File: src/rtl/clk_div_pkg.sv
// Shared constants for the clock-enable scheduler: register map, CTRL bit
// positions and the channel state encoding.
package clk_div_pkg;

  localparam logic [31:0] LIMIT_OFS    = 32'h0000_0000;
  localparam logic [31:0] CTRL_OFS     = 32'h0000_0004;
  localparam logic [31:0] PRESCALE_OFS = 32'h0000_0040;
  localparam int          CH_STRIDE    = 8;

  localparam int CTRL_EN      = 0;
  localparam int CTRL_ONESHOT = 1;
  localparam int CTRL_PENDING = 2;
  localparam int CTRL_DONE    = 3;

  typedef enum logic [1:0] {
    IDLE = 2'd0,
    RUN  = 2'd1,
    DONE = 2'd2
  } chan_state_e;

endpackage

File: src/rtl/clk_div_chan.sv
// One divider channel: shadow/active LIMIT pair, wrap counter and the
// registered tick strobe / sclk toggle outputs.
//
// state | meaning
// IDLE  | EN=0, count held at 0, active LIMIT follows shadow every cycle
// RUN   | count advances on pre_tick, wraps when count equals active LIMIT
// DONE  | one-shot period finished, sclk frozen until EN is written again
module clk_div_chan
  import clk_div_pkg::*;
#(
  parameter int CNT_W = 24
) (
  input  logic             clk,
  input  logic             rst_n,
  input  logic             i_pre_tick,
  input  logic             i_limit_we,
  input  logic [CNT_W-1:0] i_limit_wdata,
  input  logic             i_ctrl_we,
  input  logic             i_ctrl_en,
  input  logic             i_ctrl_oneshot,
  input  logic             i_ctrl_done_clr,
  output logic             o_run,
  output logic [CNT_W-1:0] o_active,
  output logic [3:0]       o_ctrl,
  output logic             o_tick,
  output logic             o_sclk
);

  chan_state_e      r_state;
  logic [CNT_W-1:0] r_count;
  logic [CNT_W-1:0] r_active;
  logic [CNT_W-1:0] r_shadow;
  logic             r_oneshot;
  logic             r_done;
  logic             r_tick;
  logic             r_sclk;

  logic             w_disable;
  logic             w_enable;
  logic             w_wrap;
  logic [3:0]       w_ctrl;

  assign w_disable = i_ctrl_we && !i_ctrl_en;
  assign w_enable  = i_ctrl_we && i_ctrl_en;
  // A disable landing on the wrap edge suppresses the wrap entirely.
  assign w_wrap    = (r_state == RUN) && i_pre_tick && (r_count == r_active) && !w_disable;

  always_ff @(posedge clk or negedge rst_n) begin
    if (!rst_n) begin
      r_state   <= IDLE;
      r_count   <= '0;
      r_active  <= '0;
      r_shadow  <= '0;
      r_oneshot <= 1'b0;
      r_done    <= 1'b0;
      r_tick    <= 1'b0;
      r_sclk    <= 1'b0;
    end else begin
      r_tick <= w_wrap;
      if (w_wrap) r_sclk <= ~r_sclk;
      if (i_limit_we) r_shadow <= i_limit_wdata;
      if (i_ctrl_we) r_oneshot <= i_ctrl_oneshot;
      if (w_wrap && r_oneshot) r_done <= 1'b1;
      else if (i_ctrl_we && i_ctrl_done_clr) r_done <= 1'b0;

      case (r_state)
        IDLE: begin
          r_count  <= '0;
          r_active <= r_shadow;
          if (w_enable) r_state <= RUN;
        end
        RUN: begin
          if (w_disable) begin
            r_state  <= IDLE;
            r_count  <= '0;
            r_active <= r_shadow;
          end else if (w_wrap) begin
            r_count  <= '0;
            r_active <= r_shadow;
            if (r_oneshot) r_state <= DONE;
          end else if (i_pre_tick) begin
            r_count <= r_count + CNT_W'(1);
          end
        end
        DONE: begin
          if (w_enable) r_state <= RUN;
        end
        default: r_state <= IDLE;
      endcase
    end
  end

  always_comb begin
    w_ctrl               = '0;
    w_ctrl[CTRL_EN]      = (r_state == RUN);
    w_ctrl[CTRL_ONESHOT] = r_oneshot;
    w_ctrl[CTRL_PENDING] = (r_shadow != r_active);
    w_ctrl[CTRL_DONE]    = r_done;
  end

  assign o_run    = (r_state == RUN);
  assign o_active = r_active;
  assign o_ctrl   = w_ctrl;
  assign o_tick   = r_tick;
  assign o_sclk   = r_sclk;

endmodule

File: src/rtl/clk_div_sched.sv
// Multi-channel clock-enable scheduler: shared prescaler, MMIO decode and
// registered read mux around NUM_CH divider channels.
module clk_div_sched
  import clk_div_pkg::*;
#(
  parameter int          NUM_CH    = 4,
  parameter int          CNT_W     = 24,
  parameter logic [31:0] BASE_ADDR = 32'h1100_0100
) (
  input  logic              clk,
  input  logic              rst_n,
  input  logic [31:0]       bus_addr,
  input  logic [31:0]       bus_wdata,
  input  logic              bus_wr,
  input  logic              bus_rd,
  output logic [31:0]       bus_rdata,
  output logic [NUM_CH-1:0] tick,
  output logic [NUM_CH-1:0] sclk
);

  logic [31:0]       w_ofs;
  logic              w_pre_hit;
  logic [NUM_CH-1:0] w_lim_hit;
  logic [NUM_CH-1:0] w_ctrl_hit;
  logic [NUM_CH-1:0] w_run;
  logic [CNT_W-1:0]  w_active [NUM_CH];
  logic [3:0]        w_ctrl   [NUM_CH];
  logic              w_any_run;
  logic              w_pre_tick;
  logic [31:0]       w_rd_mux;
  logic              w_unused;

  logic [CNT_W-1:0]  r_pre_cnt;
  logic [CNT_W-1:0]  r_prescale;
  logic [31:0]       r_rdata;

  assign w_ofs     = bus_addr - BASE_ADDR;
  assign w_pre_hit = (w_ofs == PRESCALE_OFS);
  assign w_unused  = &{1'b0, bus_wdata};

  for (genvar g = 0; g < NUM_CH; g++) begin : g_ch
    assign w_lim_hit[g]  = (w_ofs == LIMIT_OFS + 32'(g * CH_STRIDE));
    assign w_ctrl_hit[g] = (w_ofs == CTRL_OFS + 32'(g * CH_STRIDE));

    clk_div_chan #(.CNT_W(CNT_W)) u_chan (
      .clk             (clk),
      .rst_n           (rst_n),
      .i_pre_tick      (w_pre_tick),
      .i_limit_we      (bus_wr && w_lim_hit[g]),
      .i_limit_wdata   (bus_wdata[CNT_W-1:0]),
      .i_ctrl_we       (bus_wr && w_ctrl_hit[g]),
      .i_ctrl_en       (bus_wdata[CTRL_EN]),
      .i_ctrl_oneshot  (bus_wdata[CTRL_ONESHOT]),
      .i_ctrl_done_clr (bus_wdata[CTRL_DONE]),
      .o_run           (w_run[g]),
      .o_active        (w_active[g]),
      .o_ctrl          (w_ctrl[g]),
      .o_tick          (tick[g]),
      .o_sclk          (sclk[g])
    );
  end

  // >= rather than == so a PRESCALE shrunk below pre_cnt wraps on the next cycle.
  assign w_any_run  = |w_run;
  assign w_pre_tick = w_any_run && (r_pre_cnt >= r_prescale);

  always_ff @(posedge clk or negedge rst_n) begin
    if (!rst_n) begin
      r_pre_cnt  <= '0;
      r_prescale <= '0;
    end else begin
      if (!w_any_run || w_pre_tick) r_pre_cnt <= '0;
      else r_pre_cnt <= r_pre_cnt + CNT_W'(1);
      if (bus_wr && w_pre_hit) r_prescale <= bus_wdata[CNT_W-1:0];
    end
  end

  always_comb begin
    w_rd_mux = '0;
    if (w_pre_hit) w_rd_mux = 32'(r_prescale);
    for (int c = 0; c < NUM_CH; c++) begin
      if (w_lim_hit[c])  w_rd_mux = 32'(w_active[c]);
      if (w_ctrl_hit[c]) w_rd_mux = 32'(w_ctrl[c]);
    end
  end

  always_ff @(posedge clk or negedge rst_n) begin
    if (!rst_n) r_rdata <= '0;
    else        r_rdata <= bus_rd ? w_rd_mux : '0;
  end

  assign bus_rdata = r_rdata;

endmodule

File: config.mk
export PLATFORM = sky130hd
export DESIGN_NAME = clk_div_sched
export DESIGN_NICKNAME = d
export VERILOG_FILES = /design/src/rtl/clk_div_pkg.sv /design/src/rtl/clk_div_chan.sv /design/src/rtl/clk_div_sched.sv
export SDC_FILE = /design/constraint.sdc
export NUM_CORES = 1
export LEC_CHECK = 0
export BUFFER_PORTS_ARGS = -buffer_cell sky130_fd_sc_hd__buf_2
export CAP_MARGIN = 25
export CORE_MARGIN = 2
export CORE_UTILIZATION = 60
export DETAILED_ROUTE_END_ITERATION = 8
export GPL_ROUTABILITY_DRIVEN = 0
export PLACE_DENSITY_LB_ADDON = 0.15
export SYNTH_ARGS = -nofsm -noshare
export SYNTH_HDL_FRONTEND = slang
export SYNTH_SLANG_ARGS = --single-unit
File: constraint.sdc
create_clock -name clk -period 6.5 [get_ports clk]
set_input_delay 0 -clock clk [delete_from_list [all_inputs] [get_ports clk]]
set_output_delay 0 -clock clk [all_outputs]
set_load 0.05 [all_outputs]
======== After elaboration in Yosys (flattened, before gate mapping) ========
Index checks and enable logic that the tools add are counted.
operators by class
  muxes and demuxes ....................... 67
  bitwise gates (word level) .............. 4
  order comparisons ....................... 1
  add/sub/neg operators ................... 6
  equal/unequal tests ..................... 40
  reductions and logical operators ........ 75
operators with widths
  cell                                                                    number
  24-bit two-way mux                                                      23
  24-bit one-hot mux with 2 select lines                                  8
  32-bit two-way mux                                                      8
  32-bit by 5-bit equality test with 1-bit output, second input constant  4
  24-bit by 1-bit adder with 24-bit output, second input constant         5
  24-bit equality test                                                    4
  24-bit inequality test                                                  4
  32-bit by 4-bit equality test with 1-bit output, second input constant  2
  1-bit logical AND                                                       38
  32-bit by 3-bit equality test with 1-bit output, second input constant  1
  32-bit by 7-bit equality test with 1-bit output, second input constant  1
  32-bit logical NOT                                                      1
  2-bit two-way mux                                                       16
  32-bit by 29-bit subtractor with 32-bit output, second input constant   1
  24-bit >= comparator                                                    1
  3-bit inequality test, second input constant                            8
  2-bit one-hot mux with 2 select lines                                   4
  2-bit AND reduction                                                     8
  2-bit nonzero test                                                      8
  4-bit inequality test, second input constant                            3
  3-bit AND reduction                                                     4
  2-bit by 1-bit equality test with 1-bit output, second input constant   4
  2-bit equality test, second input constant                              4
  2-bit logical NOT                                                       4
  8 further kinds                                                         29
storage, ports and cells
  word-level logic and storage cells ...... 228
  output and inout port bits .............. 40
  input bits .............................. 68
  register bits after elaboration ......... 392

======== Longest topological paths before layout ========
Gate-level depths: netlist of run 1.
  word-level depth ........................ 12
  depth in mapped cells ................... 13
  gate-level depth less buffers ........... 10

======== Modules after synthesis ========
Synthesis of run 1 repeated with hierarchy kept, for this count alone.
second synthesis, totals
  cell total of the unflattened synthesis .. 1,844
  area, all modules ....................... 20,402.1 um2
by module, submodules not included
  module         seq. area each (um2)  cells each  area an instance (um2)  times used
  clk_div_chan   1,951.9               329         3,868.7                 4
  clk_div_sched  1,801.7               528         4,927.2                 1

======== Worst setup path before layout of run 1 ========
OpenSTA, ideal clock, no wires.
  path type ............................... flip-flop to flip-flop
  start ................................... reg r_pre_cnt[22]
  end ..................................... reg g_ch[0].u_chan.r_count[13]
  cell stages (with the launch flop) ...... 13
  data required time ...................... 6.423 ns
  slack ................................... 3.330 ns
  setup time .............................. 0.077 ns
  arrival time ............................ 3.093 ns
  cell sequence ........................... dfrtp_1 -> ha_1 -> a41o_1 -> a211oi_1 -> nand3_1 -> a311o_1 -> a31oi_1 -> and2_1 -> buf_2 -> buf_2 -> clkbuf_1 -> o21ai_0 -> a21oi_1
between the ends
  cells in the longest elaborated chain, start to end .. 8
  elaborated cells between the ends (all ways) .. 10
  classes of those cells .................. order compare: 1; eq/ne: 1; mux: 3; reduce/logical: 5
RTL lines
  what                                    line                 RTL
  start, declared                         clk_div_sched.sv:33  logic [CNT_W-1:0] r_pre_cnt;
  start signal, assigned                  clk_div_sched.sv:73  else r_pre_cnt <= r_pre_cnt + CNT_W'(1);
  24-bit >= comparator *                  clk_div_sched.sv:65  assign w_pre_tick = w_any_run && (r_pre_cnt >= r_prescale);
  1-bit logical AND *                     clk_div_sched.sv:65
  1-bit logical AND (3 in series)         clk_div_chan.sv:46   assign w_wrap = (r_state == RUN) && i_pre_tick && (r_count == r_active) && !w_disable;
  24-bit two-way mux                      clk_div_chan.sv:77   end else if (w_wrap) begin
  24-bit two-way mux                      clk_div_chan.sv:73   if (w_disable) begin
  24-bit one-hot mux with 2 select lines  clk_div_chan.sv:66   case (r_state)
  end signal, assigned                    clk_div_chan.sv:82   r_count <= r_count + CNT_W'(1);
  end, declared                           clk_div_chan.sv:30   logic [CNT_W-1:0] r_count;
Mark *: on every way between the ends. The rest lies on a longest branch, timed or not.
A chain may end at the register's enable or synchronous reset.

======== Worst setup path in the final report of run 1 ========
  start ................................... reg r_prescale[23]
  end ..................................... reg g_ch[3].u_chan.r_count[23]
between the ends
  cells in the longest elaborated chain, start to end .. 8
  elaborated cells between the ends (all ways) .. 10
  classes of those cells .................. order compare: 1; eq/ne: 1; mux: 3; reduce/logical: 5
RTL lines
  what                                    line                 RTL
  start, declared                         clk_div_sched.sv:34  logic [CNT_W-1:0] r_prescale;
  start signal, assigned                  clk_div_sched.sv:74  if (bus_wr && w_pre_hit) r_prescale <= bus_wdata[CNT_W-1:0];
  24-bit >= comparator *                  clk_div_sched.sv:65
  1-bit logical AND *                     clk_div_sched.sv:65
  1-bit logical AND (3 in series)         clk_div_chan.sv:46
  24-bit two-way mux                      clk_div_chan.sv:77
  24-bit two-way mux                      clk_div_chan.sv:73
  24-bit one-hot mux with 2 select lines  clk_div_chan.sv:66
  end signal, assigned                    clk_div_chan.sv:82
  end, declared                           clk_div_chan.sv:30
Marks and branches as above.

==> results of run 1 <==
## Yosys cell counts (7+ instances only)
| master | n | area share |
|---|---|---|
| mux2_1 | 18 | 0.0098 |
| dfrtp_1 | 384 | 0.47 |
| buf_4 | 20 | 0.0073 |
| nand2b_1 | 12 | 0.0036 |
| xor2_1 | 97 | 0.041 |
| o31ai_1 | 29 | 0.011 |
| and4_1 | 7 | 0.0030 |
| a31oi_1 | 17 | 0.0052 |
| nand2_1 | 84 | 0.015 |
| a211oi_1 | 13 | 0.0047 |
| clkbuf_1 | 46 | 0.0084 |
| nand4_1 | 71 | 0.022 |
| or3_1 | 38 | 0.012 |
| o21ai_0 | 66 | 0.016 |
| o211ai_1 | 9 | 0.0033 |
| a22oi_1 | 22 | 0.0080 |
| mux2_2 | 203 | 0.11 |
| a21o_1 | 7 | 0.0025 |
| and2_1 | 12 | 0.0036 |
| nor2_1 | 74 | 0.013 |
| xnor2_1 | 129 | 0.055 |
| ha_1 | 29 | 0.018 |
| nand3_1 | 72 | 0.017 |
| nor3_1 | 27 | 0.0066 |
| buf_2 | 31 | 0.0075 |
| a2bb2oi_1 | 22 | 0.0093 |
| mux2i_1 | 22 | 0.011 |
| or4_1 | 34 | 0.012 |
| nor4_1 | 35 | 0.011 |
| and3_1 | 21 | 0.0064 |
| a21oi_1 | 101 | 0.025 |
| inv_1 | 50 | 0.0091 |
## how the worst max path moves through the flow
stage / to / slack (ps) / depth (start not counted)
floorplan: g_ch[0].u_chan.r_count[13]$_DFFE_PN0P_ / 3330 / 12
global placement: g_ch[1].u_chan.o_active[19]$_DFFE_PN0P_ / 2290 / 10
detailed placement: g_ch[1].u_chan.o_active[4]$_DFFE_PN0P_ / 2280 / 10
CTS: g_ch[1].u_chan.o_active[4]$_DFFE_PN0P_ / 2240 / 10
global route: g_ch[3].u_chan.r_count[23]$_DFFE_PN0P_ / 2060 / 9
finish: g_ch[3].u_chan.r_count[23]$_DFFE_PN0P_ / 2110 / 9
## worst max-delay path: cells and delay by family (launching register included)
family	cells	cell delay, ps
adder cells (fa/ha/maj)	1	360
flip-flops	1	370
buffers and inverters	2	540
AO/OA/AOI/OAI	3	1700
AND/OR/NAND/NOR	3	1290
## power breakdown
part / internal, mW / leakage [nW] / switching (mW)
Combinational: 0.0388 / 4.68 / 0.120
Clock: 1.59 / 0.717 / 0.963
Sequential: 2.39 / 5.28 / 0.0000558
## layout make-up
type                    count  area [um2]  area share
diodes                      1       2.502   0.0001080
clock buffers              60        1190     0.05135
clock inverters            14       274.0     0.01182
inverters                  50       187.7    0.008099
multi-input cells        1376       10370      0.4474
flip-flops and latches    384        9609      0.4147
well taps                 448       560.5     0.02419
repair buffers            143       980.9     0.04233
## cell families after synthesis
family / count (synthesis) / share of synthesized area
other cells: 1 / 0.0001819
compound gates: 347 / 0.1122
flops: 384 / 0.4661
mux: 243 / 0.1314
simple gates: 522 / 0.1421
fa+ha+maj: 29 / 0.01760
buf+inv: 151 / 0.03374
xor+xnor: 227 / 0.09680
## metal layers
layer	vias up	track usage	wire length, um
met5	-	0	0
met4	0	0.1014	1689
met3	107	0.06061	5796
met2	763	0.5001	26260
met1	8133	0.5036	25990
li1	7189	-	-
## flip-flops by register name, summed over array words and instances, names as in the netlist
register	cells
g_ch.u_chan.o_active	96
g_ch.u_chan.o_tick	4
g_ch.u_chan.r_done	4
g_ch.u_chan.r_shadow	96
g_ch.u_chan.r_count	96
r_pre_cnt	24
r_prescale	24
g_ch.u_chan.o_sclk	4
bus_rdata	24
g_ch.u_chan.r_state	8
g_ch.u_chan.r_oneshot	4
## timing repair
action	CTS	global route
hold buffers	27	0
buffers inserted	0	0
hold endpoints to repair	194	0
## per-stage QoR
step / worst slack, ps / instance area (um2) / hold slack [ps] / utilization
2_1_floorplan: 3330 / 20640 / -295.6 / -
3_3_place_gp: 2291 / 21370 / -18.92 / 0.6341
3_5_place_dp: 2276 / 21370 / -17.34 / 0.6341
4_1_cts: 2244 / 23100 / 20.25 / 0.6856
5_1_grt: 2063 / 23170 / 51.98 / 0.6876
6_report: 2115 / 23170 / -6.059 / 0.6876
==> flow_summary.json, run 1 <==
{
  "skew_ps": 20.66,
  "area_growth_pct": 12.40,
  "fin_crit_sh": 0.6746,
  "wl_per_cell_um": 24.13,
  "yosysWarnings": 0,
  "violations": "hold timing",
  "clock_sinks": 384,
  "rsz0062_at_grt": "false",
  "synthFlopType": "dfrtp_1",
  "cpMostUsedCell": "nand3_1",
  "cellLeakagePower_nw": 10.68,
  "arrival_ps": 4810,
  "htree_levels": 2,
  "grt_pass1_wl_mm": 92.68,
  "clk_pin_slew_ps": 60,
  "crit_required_ps": 6920,
  "final_cell_mix": "dfrtp_1 (384), mux2_2 (203), xnor2_1 (129)",
  "synth_edf_count": 0,
  "status": "complete, but fails checks",
  "cts_root_buf": "clkbuf_16",
  "ios": 108,
  "slew-limit-headroom": 0.2678,
  "place_hpwl_mm": 42.46,
  "synth-async-reset-ratio": 1.000,
  "synthCells": 1904,
  "antenna_found_initial": 1,
  "p_per_area_nw_per_um2": 220.1,
  "slew_violations": 0,
  "numCtsBuffers": 42,
  "r2r_start": "r_prescale[23]$_DFFE_PN0P_",
  "worst_ir_drop_vdd_v": 0.0001925,
  "grt_overflow": 0,
  "fin_cells": 2476,
  "grt_max_degree": 178,
  "worstMarginPinSlew_ps": 1098,
  "drt-pass1-iter-count": 5,
  "die_h_um": 189.4,
  "syn_avg_cell_area_um2": 10.83,
  "r2r_setup_slack_ps": 2110,
  "syn_area_um2": 20620,
  "cts_buffer_depth": 3,
  "cpMaxStageDelayCell": "a31oi_4",
  "crit_path_max_fanout": 25,
  "dieArea_um2": 35860,
  "yosysUniqueCellTypes": 79,
  "nFillCells": 2559,
  "cts_resized": 0,
  "ys_seq_area_frac": 0.4661,
  "vias": 16190,
  "slowest_delay_ps": 840,
  "portBuffers": 91,
  "yosys_register_bits": 384,
  "vias_per_cell": 6.540,
  "startpoint": "r_prescale[23]$_DFFE_PN0P_",
  "crit_chain": "inv_1 > ha_1 > nand3_1 > o21ai_0 > nand3_1 > or3_1 > a31oi_4 > buf_4 > o21ba_2",
  "critical_path_class": "flop to flop",
  "place_inst": 2371,
  "cts_tree": "built",
  "wirelength_mm": 59.73,
  "fin_setup_tns_ps": 0,
  "maxCapViolCount": 0,
  "grt_pass1_vias": 15530,
  "initial_utilization": 0.6118,
  "hp-class": "primary input to async pin",
  "worstSetupEndpointType": "flop",
  "clock_latency_ps": 540,
  "track_usage": 0.3361,
  "drive_gt1_frac": 0.1998,
  "final_nets": 2094,
  "drt_iter0_drc": 1719,
  "chipWidth_um": 189.4,
  "core-area_um2": 33700,
  "ant_nets": 0,
  "layout_commonest_cell": "dfrtp_1",
  "finalPower_mw": 5.101,
  "finalHoldViolCount": 3,
  "fin_crit_ps": 4385,
  "drc": 0,
  "fin_hold_ws_ps": -6.059,
  "setup_violations": 0,
  "rows": 67,
  "fmax_ghz": 0.2280,
  "rr_endpoint": "g_ch[3].u_chan.r_count[23]$_DFFE_PN0P_",
  "start_kind": "flop",
  "rr_worst_depth": 9
}
Note: power is estimated with default switching activity, not from simulation.
==> run 2: changes to the inputs <==
- CORE_UTILIZATION: 60 -> 56
- clock period: 6.5 -> 4 ns (I/O delays scaled with it)
==> run 2 against run 1 <==
Effect of this change:
- the run now ends clean
- global-route usage shrank 1.3 points
- sequential share of layout area shrank 0.68 points
- register-to-register slack got worse by 1600 ps
- core utilization down 4.1 points
- worst setup slack got worse by 1600 ps
- combinational power grew 65%
- worst hold slack better by 57 ps
- cell count up 2.1%
- count of clock-buffer cells in the layout down 1
- sequential power is 62% higher
- routed wire length is 2.1% higher
- non-clock buffer count up 27
==> flow_summary.json, run 2 (same netlist as run 1, synthesis figures left out) <==
{
  "status": "completed",
  "worstSetupEndpointType": "flop",
  "antenna_found_initial": 0,
  "worst_ir_drop_vdd_v": 0.0002957,
  "pwr-share-clk": 0.510,
  "swShare": 0.2191,
  "cpMaxStageDelayCell": "a311o_1",
  "final_cell_mix": "dfrtp_1 (384), mux2_2 (203), xnor2_1 (129)",
  "portBuffers": 91,
  "rr_endpoint": "g_ch[2].u_chan.o_active[8]$_DFFE_PN0P_",
  "pwr-share-seq": 0.459,
  "rows": 70,
  "hp-class": "primary input to flop",
  "fin_ws_ps": 471.2,
  "grt_max_degree": 117,
  "clk_pin_slew_ps": 60,
  "grt_pass1_vias": 15820,
  "place_ws_ps": 589.6,
  "rsz0062_at_grt": "false",
  "slowest_delay_ps": 460,
  "slew_violations": 0,
  "place_hpwl_mm": 43.73,
  "layout_commonest_cell": "dfrtp_1",
  "cts_root_buf": "clkbuf_16",
  "critical_path_class": "flop to flop",
  "worst_path_dominant_cell_family": "compound AO/OA/AOI/OAI gates",
  "initial_utilization": 0.5659,
  "grt_overflow": 0,
  "clock_latency_ps": 570,
  "vias_per_cell": 6.465,
  "cts_buffer_depth": 3,
  "top_usage_layer": "met1",
  "cp_num_buf_inv": 3,
  "crit_chain": "inv_1 > ha_1 > a41o_1 > a211oi_1 > nand3_1 > a311o_1 > nand3_1 > buf_4 > nor3_1 > o31a_2 > buf_12 > mux2_2",
  "setup_violations": 0,
  "dieArea_um2": 38370,
  "netSwitchingPower_mw": 1.853,
  "drt_iter0_drc": 1522,
  "startpoint": "r_prescale[23]$_DFFE_PN0P_",
  "crit_required_ps": 4450,
  "cpMostUsedCell": "nand3_1",
  "chipWidth_um": 195.9,
  "cellLeakagePower_nw": 10.88,
  "worstMarginPinSlew_ps": 1014,
  "start_kind": "flop",
  "slew-limit-headroom": 0.3065,
  "p_int_mw": 6.606,
  "skew_ps": 23.74,
  "htree_levels": 2,
  "drt-pass1-iter-count": 5,
  "fin_crit_ps": 3529,
  "fin_setup_tns_ps": 0,
  "wl_per_cell_um": 24.14,
  "drc": 0,
  "core-area_um2": 36430,
  "maxCapViolCount": 0,
  "track_usage": 0.3227,
  "numCtsBuffers": 43,
  "cts_tree": "built",
  "vias": 16340,
  "arrival_ps": 3980,
  "endpoint": "g_ch[2].u_chan.o_active[8]$_DFFE_PN0P_",
  "ant_nets": 0,
  "use_met2": 0.4721,
  "crit_path_max_fanout": 45,
  "ios": 108,
  "p_per_area_nw_per_um2": 359.0,
  "area_growth_pct": 14.27,
  "grt_pass1_wl_mm": 94.66,
  "rr_worst_depth": 12,
  "wirelength_mm": 61.01,
  "clock_sinks": 384,
  "combPwrFrac": 0.031,
  "final_nets": 2122,
  "r2r_start": "r_prescale[23]$_DFFE_PN0P_",
  "fin_crit_sh": 0.8822,
  "drive_gt1_frac": 0.2154,
  "fmax_ghz": 0.2834,
  "r2r_setup_slack_ps": 470,
  "path_depth": 12,
  "die_h_um": 195.9,
  "gr-usage-met3": 0.04212,
  "finalHoldViolCount": 0,
  "grt_use_met1": 0.4908
}
==> run 2: cell types whose count changed in the layout (fill, tap and decap cells not counted), moves of 2 or more <==
cell / change
buf_4: +20
clkbuf_1: -8
buf_12: +7
clkbuf_8: +7
clkinv_8: +2
clkinvlp_4: +2
==> run 2: what timing repair did <==
item	CTS	global route
hold endpoints to repair	251	0
hold buffers	27	0
buffers inserted	0	0
resized for setup	0	0
==> run 2: area by class of cell <==
| cell class | instances | area, um2 |
|---|---|---|
| repair buffers | 170 | 1249 |
| fillers | 2897 | 12870 |
| clock buffers | 59 | 1256 |
| clock inverters | 18 | 299.0 |
| well taps | 468 | 585.6 |
| multi-input cells | 1376 | 10370 |
| inverters | 50 | 187.7 |
| diodes | 2 | 5.005 |
| flip-flops and latches | 384 | 9609 |
==> run 2: stage by stage <==
| step | total power, mW | utilization | cell area (um2) | hold WS (ps) | cells |
|---|---|---|---|---|---|
| after floorplan | 4.028 | - | 20640 | -295.6 | 1911 |
| after global placement | 4.195 | 0.5963 | 21720 | 160.7 | 2420 |
| after detailed placement | 4.198 | 0.5963 | 21720 | 164.0 | 2420 |
| after CTS | 8.510 | 0.6464 | 23550 | 23.61 | 2524 |
| after global routing | 8.670 | 0.6465 | 23560 | 79.14 | 2525 |
| final | 8.459 | 0.6466 | 23560 | 50.79 | 2527 |
==> run 2: how the worst min path moves through the flow <==
stage / startpoint / to / depth (start not counted)
2_1_floorplan: rst_n / bus_rdata[0]$_DFF_PN0_ / 0
3_3_place_gp: rst_n / g_ch[0].u_chan.r_count[6]$_DFFE_PN0P_ / 1
3_5_place_dp: rst_n / g_ch[0].u_chan.r_count[6]$_DFFE_PN0P_ / 1
4_1_cts: bus_addr[6] / g_ch[3].u_chan.r_state[0]$_DFFE_PN0P_ / 5
5_1_grt: bus_addr[6] / g_ch[3].u_chan.r_state[0]$_DFFE_PN0P_ / 5
6_report: bus_addr[6] / g_ch[3].u_chan.r_state[0]$_DFFE_PN0P_ / 5
==> run 2: power by group through the flow <==
stage	clock network (mW)	logic (mW)	registers (mW)
after CTS	4.36	0.263	3.88
final	4.31	0.262	3.88
after global routing	4.50	0.284	3.88
after floorplan	0	0.0714	3.96
after global placement	0	0.239	3.96
after detailed placement	0	0.242	3.96
==> run 2: metal layers <==
| layer | routed length [um] | part of all wire | vias up |
|---|---|---|---|
| met3 | 5269 | 0.086 | 115 |
| met2 | 26100 | 0.43 | 753 |
| met4 | 2169 | 0.036 | 0 |
| met5 | 0 | 0 | - |
| met1 | 27470 | 0.45 | 8221 |
| li1 | - | - | 7247 |
==> run 2: worst min-delay path: stages <==
cell and delay, ps:
buf_2 110, nor4_2 60, buf_4 190, nand4_1 130, o21ai_0 80
==> run 3: changes to the inputs <==
--- a/config.mk
+++ b/config.mk
@@ -12,4 +12,5 @@
 export DETAILED_ROUTE_END_ITERATION = 8
 export GPL_ROUTABILITY_DRIVEN = 0
+export GPL_TIMING_DRIVEN = 0
 export PLACE_DENSITY_LB_ADDON = 0.15
 export SYNTH_ARGS = -nofsm -noshare
==> constraint.sdc (replaced) <==
create_clock -name clk -period 4 [get_ports clk]
set_input_delay 0 -clock clk [delete_from_list [all_inputs] [get_ports clk]]
set_output_delay 0 -clock clk [all_outputs]
set_load 0.01 [all_outputs]
==> run 3 against run 2 <==
Effect of this change:
- largest cell class unchanged
- non-clock buffer count rose by 64
- highest routed layer unchanged
- flip-flop and latch count stayed put
- cell count is 2.4% higher
- combinational power about the same
- critical path type unchanged
- clock power hardly changed
- fmax is 10% lower
==> flow_summary.json, run 3 (same netlist as run 1, synthesis figures left out) <==
{
  "status": "completed",
  "wl_per_cell_um": 24.11,
  "vias": 16490,
  "rows": 70,
  "drc": 0,
  "hp-class": "primary input to flop",
  "final_nets": 2185,
  "cts_root_buf": "clkbuf_16",
  "cellLeakagePower_nw": 10.97,
  "rsz0062_at_grt": "false",
  "numCtsBuffers": 42,
  "fin_ws_ps": 67.46,
  "fin_area_um2": 23740,
  "grt_pass1_vias": 15900,
  "pwr-share-clk": 0.508,
  "grt_pass1_wl_mm": 95.51,
  "fin_hold_ws_ps": 44.24,
  "final_cell_mix": "dfrtp_1 (384), mux2_2 (203), xnor2_1 (129)",
  "grt_overflow": 0,
  "cts_tree": "built",
  "clock_latency_ps": 580,
  "skew_ps": 21.87,
  "register_area_um2": 9609,
  "track_usage": 0.3297,
  "core-area_um2": 36430,
  "multi_input_area_um2": 10420,
  "pwr-share-seq": 0.461,
  "clock_sinks": 384,
  "drive_gt1_frac": 0.2173,
  "start_kind": "flop",
  "htree_levels": 2,
  "slew_violations": 0,
  "maxCapViolCount": 0,
  "place_hpwl_mm": 45.77,
  "fmax_ghz": 0.2543,
  "finalHoldViolCount": 0,
  "chipWidth_um": 195.9,
  "clk_pin_slew_ps": 60,
  "ant_nets": 0,
  "drt-pass1-iter-count": 6,
  "dieArea_um2": 38370,
  "vias_per_cell": 6.373,
  "slew-limit-headroom": 0.2691,
  "setup_violations": 0,
  "ios": 108,
  "crit_path_max_fanout": 10,
  "worstMarginPinSlew_ps": 1088,
  "cts_buffer_depth": 3,
  "initial_utilization": 0.5659,
  "fin_util": 0.6517,
  "worst_ir_drop_vdd_v": 0.0004463,
  "fin_crit_ps": 3933,
  "critical_path_class": "flop to flop",
  "worstSetupEndpointType": "flop",
  "wirelength_mm": 62.41,
  "combPwrFrac": 0.031,
  "area_growth_pct": 15.17,
  "portBuffers": 90,
  "nFillCells": 2865,
  "antenna_found_initial": 2,
  "p_int_mw": 6.593,
  "crit_required_ps": 4440,
  "place_ws_ps": -537.0,
  "die_h_um": 195.9,
  "arrival_ps": 4380,
  "drt_iter0_drc": 1679,
  "grt_max_degree": 124,
  "layout_commonest_cell": "dfrtp_1",
  "netSwitchingPower_mw": 1.833,
  "p_per_area_nw_per_um2": 354.9,
  "fin_crit_sh": 0.9831,
  "place_area_um2": 21780,
  "swShare": 0.2175
}
[run 3: repair_timing]
item	in CTS	in global routing
resized for setup	3	13
hold buffers	28	0
hold endpoints to repair	266	0
endpoints found under the setup margin	112	111
setup buffers	0	8
pin swaps	0	2
[run 3: cell type report]
class	count	share of cell area
Antenna cell	3	0.0003162
Buffer	101	0.02150
Clock buffer	51	0.04869
Clock inverter	22	0.01481
Inverter	50	0.007904
Multi-Input combinational cell	1376	0.4387
Sequential cell	384	0.4047
Tap cell	468	0.02466
Timing Repair Buffer	133	0.03868
[run 3: metrics by stage]
| stage | setup TNS, ps | total power, mW | cells |
|---|---|---|---|
| 6_report | 0 | 8.426 | 2588 |
| 5_1_grt | 0 | 8.655 | 2585 |
| 4_1_cts | -3351 | 8.474 | 2575 |
| 3_5_place_dp | -23280 | 4.194 | 2474 |
| 3_3_place_gp | -1792950 | 4.182 | 2469 |
| 2_1_floorplan | 0 | 4.015 | 1911 |
[run 3: path summary, 6_finish.rpt]
check / depth (start not counted) / start / endpoint / slack (ps)
hold reg to reg: 1 / g_ch[1].u_chan.o_sclk$_DFFE_PN0P_ / g_ch[1].u_chan.o_sclk$_DFFE_PN0P_ / 460
hold / removal: 5 / bus_addr[6] / g_ch[0].u_chan.r_state[1]$_DFFE_PN0P_ / 40
max in group asynchronous: 6 / rst_n / g_ch[2].u_chan.r_count[10]$_DFFE_PN0P_ / 1810
min in group asynchronous: 3 / rst_n / bus_rdata[1]$_DFF_PN0_ / 420
setup reg to reg: 11 / r_prescale[23]$_DFFE_PN0P_ / g_ch[1].u_chan.o_active[20]$_DFFE_PN0P_ / 70
setup / recovery: 11 / r_prescale[23]$_DFFE_PN0P_ / g_ch[1].u_chan.o_active[20]$_DFFE_PN0P_ / 70
[run 3: per-layer routing]
| metal | vias to the layer above | global-route usage | part of all wire |
|---|---|---|---|
| li1 | 7373 | - | - |
| met1 | 8173 | 0.4819 | 0.44 |
| met2 | 771 | 0.4833 | 0.42 |
| met3 | 176 | 0.06240 | 0.093 |
| met4 | 0 | 0.1386 | 0.045 |
| met5 | - | 0 | 0 |
[run 3: critical path, cell delays in order, from the launching register on]
cell and delay (ps):
dfrtp_1 430, inv_1 70, ha_1 330, nand3_1 100, o21ai_0 480, buf_2 340, nand3_1 110, nor3_1 690
nor2_2 230, nor2_4 280, buf_2 340, mux2_2 370
[run 3: power groups by stage]
stage	combinational (mW)	clock, mW	sequential (mW)
3_5_place_dp	0.239	0	3.96
3_3_place_gp	0.225	0	3.96
2_1_floorplan	0.0580	0	3.96
5_1_grt	0.286	4.49	3.88
6_report	0.262	4.28	3.88
4_1_cts	0.263	4.33	3.88
